File: config.mk
export PLATFORM = sky130hd
export DESIGN_NAME = sv_dma_engine
export DESIGN_NICKNAME = d
export VERILOG_FILES = /design/src/rtl/sv_dma_pkg.sv /design/src/rtl/sv_dma_rr_arb.sv /design/src/rtl/sv_dma_engine.sv
export SDC_FILE = /design/constraint.sdc
export NUM_CORES = 1
export LEC_CHECK = 0
export CORE_ASPECT_RATIO = 0.5
export CORE_MARGIN = 2
export CORE_UTILIZATION = 35
export DETAILED_ROUTE_END_ITERATION = 8
export PLACE_DENSITY = 0.65
export SYNTH_ARGS = -nofsm -noshare
export SYNTH_HDL_FRONTEND = slang
export SYNTH_HIERARCHICAL = 1
export SYNTH_SLANG_ARGS = --single-unit
export TNS_END_PERCENT = 10
File: constraint.sdc
create_clock -name clk -period 2 [get_ports clk]
set_input_delay 0.4 -clock clk [delete_from_list [all_inputs] [get_ports clk]]
set_output_delay 0.4 -clock clk [all_outputs]
set_load 0.02 [all_outputs]
File: src/rtl/sv_dma_pkg.sv
// Shared definitions for the DMA engine: FSM states, register offsets,
// ctrl/status bit positions and the transfer-length helper.
`timescale 1ns/1ps
package sv_dma_pkg;

   typedef enum logic [2:0] {
      ST_IDLE = 3'd0,
      ST_ARB  = 3'd1,
      ST_RD   = 3'd2,
      ST_CAP  = 3'd3,
      ST_WR   = 3'd4,
      ST_DONE = 3'd5
   } state_e;

   // Per-channel register offsets (low 3 bits of cfg_addr)
   localparam logic [2:0] REG_SRC_LO = 3'd0;
   localparam logic [2:0] REG_SRC_HI = 3'd1;
   localparam logic [2:0] REG_DST_LO = 3'd2;
   localparam logic [2:0] REG_DST_HI = 3'd3;
   localparam logic [2:0] REG_LEN    = 3'd4;
   localparam logic [2:0] REG_CTRL   = 3'd5;
   localparam logic [2:0] REG_FILL   = 3'd6;
   localparam logic [2:0] REG_STATUS = 3'd7;

   // ctrl register bits
   localparam int unsigned CTRL_START  = 7;
   localparam int unsigned CTRL_ABORT  = 6;
   localparam int unsigned CTRL_FILL   = 1;
   localparam int unsigned CTRL_IRQ_EN = 0;

   // status register bits
   localparam int unsigned STAT_ACTIVE  = 7;
   localparam int unsigned STAT_PENDING = 6;
   localparam int unsigned STAT_DONE    = 0;

   // Bytes moved for a len value; len=0 encodes 256 units.
   function automatic int unsigned xfer_bytes(logic [7:0] len, int unsigned unit);
      int unsigned units;
      units = (len == 8'd0) ? 32'd256 : 32'(len);
      return units * unit;
   endfunction

endpackage

File: src/rtl/sv_dma_rr_arb.sv
// Round-robin arbiter: searches the request vector starting at the entry
// after last_i and returns the first requester found.
//   req_i      : request (pending) vector
//   last_i     : index granted most recently
//   gnt_c_o    : granted index (combinational)
//   valid_c_o  : a request was found (combinational)
`timescale 1ns/1ps
module sv_dma_rr_arb
   import sv_dma_pkg::*;
#(
   parameter int unsigned N     = 2,
   parameter int unsigned IDX_W = 1
) (
   input  logic [N-1:0]     req_i,
   input  logic [IDX_W-1:0] last_i,
   output logic [IDX_W-1:0] gnt_c_o,
   output logic             valid_c_o
);

   // Scan N entries, wrapping, beginning one past the last grant
   always_comb begin
      gnt_c_o   = '0;
      valid_c_o = 1'b0;
      for (int unsigned k = 1; k <= N; k++) begin
         int unsigned idx;
         idx = (32'(last_i) + k) % N;
         if (!valid_c_o && req_i[IDX_W'(idx)]) begin
            gnt_c_o   = IDX_W'(idx);
            valid_c_o = 1'b1;
         end
      end
   end

endmodule

File: src/rtl/sv_dma_engine.sv
// Multi-channel byte DMA engine with memory-to-memory copy and fill modes.
//   clk, reset_n        : clock, async active-low reset
//   cfg_we/addr/din     : CPU register write port; cfg_addr = {channel, reg}
//   cfg_dout            : combinational register read data
//   bus_addr/dout/din   : bus master address / write data / read data
//   bus_re, bus_we      : single-cycle strobes, gated by rdy
//   rdy                 : bus grant; low freezes the engine
//   busy                : engine owns the bus (state != IDLE)
//   irq                 : per-channel done & irq_en
`timescale 1ns/1ps
module sv_dma_engine
   import sv_dma_pkg::*;
#(
   parameter int unsigned CHANNELS = 2,
   parameter int unsigned ADDR_W   = 16,
   parameter int unsigned UNIT     = 16
) (
   input  logic                        clk,
   input  logic                        reset_n,
   input  logic                        cfg_we,
   input  logic [$clog2(CHANNELS)+2:0] cfg_addr,
   input  logic [7:0]                  cfg_din,
   output logic [7:0]                  cfg_dout,
   output logic [ADDR_W-1:0]           bus_addr,
   output logic [7:0]                  bus_dout,
   input  logic [7:0]                  bus_din,
   output logic                        bus_re,
   output logic                        bus_we,
   input  logic                        rdy,
   output logic                        busy,
   output logic [CHANNELS-1:0]         irq
);

   localparam int unsigned CH_W  = (CHANNELS > 1) ? $clog2(CHANNELS) : 1;
   localparam int unsigned CNT_W = $clog2(UNIT) + 9;

   // CPU-visible per-channel registers
   logic [CHANNELS-1:0][7:0] src_lo_q, src_lo_d, src_hi_q, src_hi_d;
   logic [CHANNELS-1:0][7:0] dst_lo_q, dst_lo_d, dst_hi_q, dst_hi_d;
   logic [CHANNELS-1:0][7:0] len_q, len_d, fill_q, fill_d;
   logic [CHANNELS-1:0]      irq_en_q, irq_en_d, fill_mode_q, fill_mode_d;
   logic [CHANNELS-1:0]      active_q, active_d, pending_q, pending_d;
   logic [CHANNELS-1:0]      done_q, done_d;

   // Working state of the transfer in flight
   state_e              state_q, state_d;
   logic [CH_W-1:0]     cur_q, cur_d, last_q, last_d;
   logic [ADDR_W-1:0]   src_q, src_d, dst_q, dst_d;
   logic [CNT_W-1:0]    cnt_q, cnt_d;
   logic [7:0]          data_q, data_d;
   logic                mode_q, mode_d;
   logic                abort_q, abort_d;

   logic [CH_W-1:0]     cfg_ch;
   logic [2:0]          cfg_reg;
   logic                cfg_ok, cfg_locked, abort_wr, abort_now;
   logic [CH_W-1:0]     gnt;
   logic                gnt_valid;

   assign cfg_ch     = CH_W'(cfg_addr >> 3);
   assign cfg_reg    = cfg_addr[2:0];
   assign cfg_ok     = (32'(cfg_ch) < CHANNELS);
   assign cfg_locked = active_q[cfg_ch] | pending_q[cfg_ch];
   assign abort_wr   = cfg_we & cfg_ok & (cfg_reg == REG_CTRL) & cfg_din[CTRL_ABORT];
   assign abort_now  = abort_wr & active_q[cfg_ch];

   sv_dma_rr_arb #(
      .N     (CHANNELS),
      .IDX_W (CH_W)
   ) u_arb (
      .req_i     (pending_q),
      .last_i    (last_q),
      .gnt_c_o   (gnt),
      .valid_c_o (gnt_valid)
   );

   // Register read mux
   always_comb begin
      cfg_dout = 8'h00;
      if (cfg_ok) begin
         case (cfg_reg)
            REG_SRC_LO: cfg_dout = src_lo_q[cfg_ch];
            REG_SRC_HI: cfg_dout = src_hi_q[cfg_ch];
            REG_DST_LO: cfg_dout = dst_lo_q[cfg_ch];
            REG_DST_HI: cfg_dout = dst_hi_q[cfg_ch];
            REG_LEN:    cfg_dout = len_q[cfg_ch];
            REG_CTRL: begin
               cfg_dout[CTRL_FILL]   = fill_mode_q[cfg_ch];
               cfg_dout[CTRL_IRQ_EN] = irq_en_q[cfg_ch];
            end
            REG_FILL:   cfg_dout = fill_q[cfg_ch];
            REG_STATUS: begin
               cfg_dout[STAT_ACTIVE]  = active_q[cfg_ch];
               cfg_dout[STAT_PENDING] = pending_q[cfg_ch];
               cfg_dout[STAT_DONE]    = done_q[cfg_ch];
            end
            default: cfg_dout = 8'h00;
         endcase
      end
   end

   // Next state: CPU writes first, then the FSM, so a done set beats a clear
   always_comb begin
      src_lo_d    = src_lo_q;
      src_hi_d    = src_hi_q;
      dst_lo_d    = dst_lo_q;
      dst_hi_d    = dst_hi_q;
      len_d       = len_q;
      fill_d      = fill_q;
      irq_en_d    = irq_en_q;
      fill_mode_d = fill_mode_q;
      active_d    = active_q;
      pending_d   = pending_q;
      done_d      = done_q;
      state_d     = state_q;
      cur_d       = cur_q;
      last_d      = last_q;
      src_d       = src_q;
      dst_d       = dst_q;
      cnt_d       = cnt_q;
      data_d      = data_q;
      mode_d      = mode_q;
      abort_d     = abort_q;

      if (cfg_we && cfg_ok) begin
         case (cfg_reg)
            REG_SRC_LO: if (!cfg_locked) src_lo_d[cfg_ch] = cfg_din;
            REG_SRC_HI: if (!cfg_locked) src_hi_d[cfg_ch] = cfg_din;
            REG_DST_LO: if (!cfg_locked) dst_lo_d[cfg_ch] = cfg_din;
            REG_DST_HI: if (!cfg_locked) dst_hi_d[cfg_ch] = cfg_din;
            REG_LEN:    if (!cfg_locked) len_d[cfg_ch]    = cfg_din;
            REG_FILL:   if (!cfg_locked) fill_d[cfg_ch]   = cfg_din;
            REG_CTRL: begin
               irq_en_d[cfg_ch]    = cfg_din[CTRL_IRQ_EN];
               fill_mode_d[cfg_ch] = cfg_din[CTRL_FILL];
               // Abort takes precedence over a simultaneous start
               if (cfg_din[CTRL_ABORT]) begin
                  pending_d[cfg_ch] = 1'b0;
                  if (active_q[cfg_ch]) abort_d = 1'b1;
               end else if (cfg_din[CTRL_START]) begin
                  pending_d[cfg_ch] = 1'b1;
               end
            end
            REG_STATUS: if (cfg_din[STAT_DONE]) done_d[cfg_ch] = 1'b0;
            default: ;
         endcase
      end

      // rdy low freezes every state, including IDLE and ARB
      if (rdy) begin
         case (state_q)
            ST_IDLE: if (|pending_q) state_d = ST_ARB;
            ST_ARB: begin
               if (gnt_valid) begin
                  cur_d           = gnt;
                  last_d          = gnt;
                  src_d           = ADDR_W'({src_hi_q[gnt], src_lo_q[gnt]});
                  dst_d           = ADDR_W'({dst_hi_q[gnt], dst_lo_q[gnt]});
                  cnt_d           = CNT_W'(xfer_bytes(len_q[gnt], UNIT));
                  mode_d          = fill_mode_q[gnt];
                  pending_d[gnt]  = 1'b0;
                  active_d[gnt]   = 1'b1;
                  // An abort landing on the channel just granted still counts
                  abort_d         = abort_wr & (cfg_ch == gnt);
                  state_d         = fill_mode_q[gnt] ? ST_WR : ST_RD;
               end else begin
                  state_d = ST_IDLE;
               end
            end
            ST_RD:  state_d = ST_CAP;
            ST_CAP: begin
               data_d  = bus_din;
               state_d = ST_WR;
            end
            ST_WR: begin
               cnt_d = cnt_q - CNT_W'(1);
               src_d = src_q + ADDR_W'(1);
               dst_d = dst_q + ADDR_W'(1);
               if (cnt_q == CNT_W'(1) || abort_q || abort_now) state_d = ST_DONE;
               else                                           state_d = mode_q ? ST_WR : ST_RD;
            end
            ST_DONE: begin
               active_d[cur_q] = 1'b0;
               if (!abort_q) done_d[cur_q] = 1'b1;
               abort_d = 1'b0;
               state_d = ST_IDLE;
            end
            default: state_d = ST_IDLE;
         endcase
      end
   end

   // State registers; last_q starts at the top channel so channel 0 wins first
   always_ff @(posedge clk or negedge reset_n) begin
      if (!reset_n) begin
         src_lo_q    <= '0;
         src_hi_q    <= '0;
         dst_lo_q    <= '0;
         dst_hi_q    <= '0;
         len_q       <= '0;
         fill_q      <= '0;
         irq_en_q    <= '0;
         fill_mode_q <= '0;
         active_q    <= '0;
         pending_q   <= '0;
         done_q      <= '0;
         state_q     <= ST_IDLE;
         cur_q       <= '0;
         last_q      <= CH_W'(CHANNELS - 1);
         src_q       <= '0;
         dst_q       <= '0;
         cnt_q       <= '0;
         data_q      <= '0;
         mode_q      <= 1'b0;
         abort_q     <= 1'b0;
      end else begin
         src_lo_q    <= src_lo_d;
         src_hi_q    <= src_hi_d;
         dst_lo_q    <= dst_lo_d;
         dst_hi_q    <= dst_hi_d;
         len_q       <= len_d;
         fill_q      <= fill_d;
         irq_en_q    <= irq_en_d;
         fill_mode_q <= fill_mode_d;
         active_q    <= active_d;
         pending_q   <= pending_d;
         done_q      <= done_d;
         state_q     <= state_d;
         cur_q       <= cur_d;
         last_q      <= last_d;
         src_q       <= src_d;
         dst_q       <= dst_d;
         cnt_q       <= cnt_d;
         data_q      <= data_d;
         mode_q      <= mode_d;
         abort_q     <= abort_d;
      end
   end

   // Strobes follow rdy in the same cycle so nothing fires during a stall
   assign busy     = (state_q != ST_IDLE);
   assign bus_re   = (state_q == ST_RD) & rdy;
   assign bus_we   = (state_q == ST_WR) & rdy;
   assign bus_addr = (state_q == ST_RD) ? src_q :
                     (state_q == ST_WR) ? dst_q : '0;
   assign bus_dout = (state_q != ST_WR) ? 8'h00 :
                     (mode_q ? fill_q[cur_q] : data_q);
   assign irq      = done_q & irq_en_q;

endmodule

==> flow_summary_export.csv, run 1 <==
group,metric,value,unit
clock_tree,cts_buffer_depth,2,
cells_and_area,antenna_cells,0,
yosys,synth.top_cell.area_share,43.58,%
timing,slew_violations,0,
yosys,synth_xor_area_share,0.1849,%
global_route,antenna_found_initial,0,
die,rows,42,
timing,setup_viol,39,
cells_and_area,synthToLayoutAreaGrowth,35.16,%
pwr,power.density,1280,mW/mm²
detailed_routing,routed-via-count,8357,
yosys,synthAdderAreaFrac,0.5282,%
clock_tree,h-tree-depth,4,
detailed_routing,final_antenna_net_count,0,
worst_setup_path,cp_slowest_cell,"or3b_4",
die,die_w,236.7,µm
yosys,synth_compound_area_share,14.82,%
timing,hold_slack,442.8,ps
worst_setup_path,worstSetupEndpoint,"bus_dout[5]",
timing,fin_crit_sh,112.8,%
die,core,0.02654,mm²
worst_setup_path,critPathKind,"reg -> out",
detailed_routing,dr.pass1.iters,7,
placement,place_congestion,0.9648,
yosys,syn_inst,895,
global_route,grt_pass1_wl,48900,µm
placement,hpwl,21850,µm
timing,tightest_slew,646.3,ps
global_route,grt_pass1_vias,8056,
timing,setup_slack,-255.6,ps
clock_tree,numClockSinks,166,
timing,max_freq,443.3,MHz
worst_setup_path,cp_top_family,"simple AND/OR/NAND/NOR gates",
worst_setup_path,path_depth,4,
yosys,synth_top_cell_by_area,"dfrtp_1",
yosys,synthTopCellsByCount,"165 x dfrtp_1, 120 x mux2_2, 76 x mux2i_1",
yosys,syn_avg_cell_area,10.59,µm²
worst_setup_path,endpoint_kind,"output port",
cells_and_area,final_util,48.26,%
cells_and_area,drive_above_1_share,40.88,%
yosys,ys_types,74,
pwr,ir_worst_vdd,0.5832,mV
yosys,ys_warn_count,6,
worst_setup_path,cp_max_fo,6,
die,io_pins,61,
worst_setup_path,cp.required,1600,ps
placement,numPlacedInstances,1393,
detailed_routing,drt-initial-drc-count,786,
pwr,p_leak,5.611,nW
cells_and_area,nets,1106,
status,violations,"setup timing",
die,start_util,35.70,%
yosys,synth_area_leaders,"dfrtp_1 44%, mux2_2 14%, mux2i_1 8.0%",
flow_run,cap_violations,0,
detailed_routing,finalWirelength,31560,µm
yosys,yosysSeqAreaShare,43.85,%
worst_setup_path,start_kind,"register",
worst_setup_path,cp_num_buf_inv,2,
min_path,hp-class,"in -> reg",
detailed_routing,via_per_inst,5.791,
yosys,synth_top_family_by_area,"multiplexers",
placement,port_buffers,60,
yosys,synth_mux_area_share,23.00,%
worst_setup_path,r2r-start,"pending_q[1]",
cells_and_area,final_cells,1443,
timing,relSlewSlack,56.78,%
die,dieHeight,120.3,µm
global_route,grt_use_total,22.57,%
detailed_routing,wl_per_cell,21.87,µm
timing,rsz0062_at_grt,"yes",
worst_setup_path,cpPeakStageDelay,470,ps
die,die-area,0.02848,mm²
worst_setup_path,ff2ff_setup_slack,-70,ps
yosys,synth_edf_count,0,
clock_tree,numCtsBuffers,17,
yosys,synthSimpleGateAreaFrac,13.87,%
global_route,grt_overflow,0,
worst_setup_path,arrival,1860,ps
global_route,grt_max_degree,47,
clock_tree,clk_pin_slew,70,ps
worst_setup_path,critical_path.startpoint,"state_q[1]",
yosys,synthMostInstantiatedCell,"dfrtp_1",
status,status,"finished with violations",
timing,period_minus_slack,2256,ps
yosys,synthArstFlopShare,100.0,%
placement,dp_slack,-1123,ps
yosys,ys_ff_latch,166,
detailed_routing,drc,0,
clock_tree,cts_tree,"done",
clock_tree,cts_root_buf,"clkbuf_16",
timing,skew,11.72,ps
timing,final_hold_viol_count,0,
yosys,syn_area,0.009475,mm²
yosys,ys.flop_type,"dfrtp_1",
worst_setup_path,r2r_end,"dst_q[8]",
yosys,syn-num-nets,923,
worst_setup_path,path_cells,"or3b_4 -> buf_12 -> a211oi_4 -> buf_6",
worst_setup_path,reg2reg_depth,7,
clock_tree,clk_latency,450,ps
## layout by cell type, fill, tap and decap left out, drive strengths merged, types with 11 or more instances in the layout
| cell | instances |
|---|---|
| mux2 | 120 |
| o21ai | 38 |
| inv | 17 |
| dfrtp | 165 |
| nand4 | 11 |
| nor3 | 16 |
| nand2 | 56 |
| nor4 | 12 |
| clkdlybuf4s50 | 18 |
| buf | 208 |
| mux2i | 76 |
| nor2 | 60 |
| clkbuf | 20 |
| o22ai | 21 |
| nand3 | 13 |
| a22o | 17 |
| nor2b | 12 |
| a211oi | 26 |
| a21oi | 35 |
## what timing repair did
item / 4_1_cts / 5_1_grt
buffers inserted: 12 / 2
endpoints found under the hold margin: 39 / 0
resized for setup: 270 / 55
gates cloned: 3 / 1
hold buffers: 1 / 0
setup endpoints to repair: 55 / 60
pin swaps: 18 / 18
## registers in the layout, indices dropped and copies added (netlist names)
name	count
dst_q	16
dst_hi_q	16
cnt_q	13
data_q	8
state_q	3
len_q	16
done_q	2
dst_lo_q	16
src_q	16
abort_q	1
src_hi_q	16
fill_q	16
pending_q	2
mode_q	1
irq_en_q	2
src_lo_q	16
cur_q	1
fill_mode_q	2
active_q	2
last_q	1
## layout make-up
class	instances	area (µm²)
sequential	166	4155
inverter	13	48.80
multi-input combinational	648	5386
clock inverter	13	98.84
clock buffer	19	442.9
timing repair buffer	232	2235
tap	352	440.4
fill	2343	13730
## layer usage
metal  global-route usage, %  share of wire [%]  vias up  routed length (µm)
li1                        -                  -     3745                   -
met3                   5.251                7.7       41                2442
met4                   5.498                1.8        0                 576
met2                   34.96                 45      385               14260
met1                   31.95                 45     4186               14270
met5                       0                  0        -                   0
## logic make-up after synthesis
family,after synthesis
and+or+nand+nor,238
AOI/OAI and AO/OA,205
muxes,199
DFF,166
buffers and inverters,81
adders and majority gates,4
xor gates and xnor gates,2
## worst reg2reg max path: cells and delay by family, from the launching register on
| family | cells | cell delay, ps |
|---|---|---|
| buf+inv | 2 | 390 |
| simple gates | 1 | 100 |
| mux | 1 | 350 |
| flops | 1 | 380 |
| compound gates | 3 | 730 |
## where the power goes
part           leakage (nW)  total, mW  switching (mW)  internal (mW)
clock                 0.261       3.14            1.50           1.63
sequential             2.12       5.71            1.26           4.45
combinational          3.23       7.55            3.81           3.74
total                  5.61       16.4            6.58           9.82
## worst min-delay path by stage
stage	from	endpoint	slack (ps)	cells past startpoint
6_report	cfg_addr[3]	pending_q[1]	440	4
5_1_grt	cfg_addr[3]	pending_q[1]	430	4
4_1_cts	cfg_addr[3]	pending_q[1]	410	5
3_5_place_dp	reset_n	dst_lo_q[11]	380	1
3_3_place_gp	reset_n	dst_lo_q[11]	370	1
2_1_floorplan	reset_n	abort_q	100	0
## per-stage QoR
step,setup TNS [ps],area [µm²],total power [mW]
2_1_floorplan,-1720,9475,9.228
3_3_place_gp,-41160,11570,12.13
3_5_place_dp,-45950,11570,12.31
4_1_cts,-6703,12540,15.87
5_1_grt,-8929,12810,17.22
6_report,-6175,12810,16.40
No activity file was read; power rests on OpenSTA's default activity.
==> inputs of run 2 (changes only) <==
HOLD_SLACK_MARGIN = 0.05   (was not set)
==> results of run 2 <==
The final DEF is identical to that of run 1; final timing and power are the same.
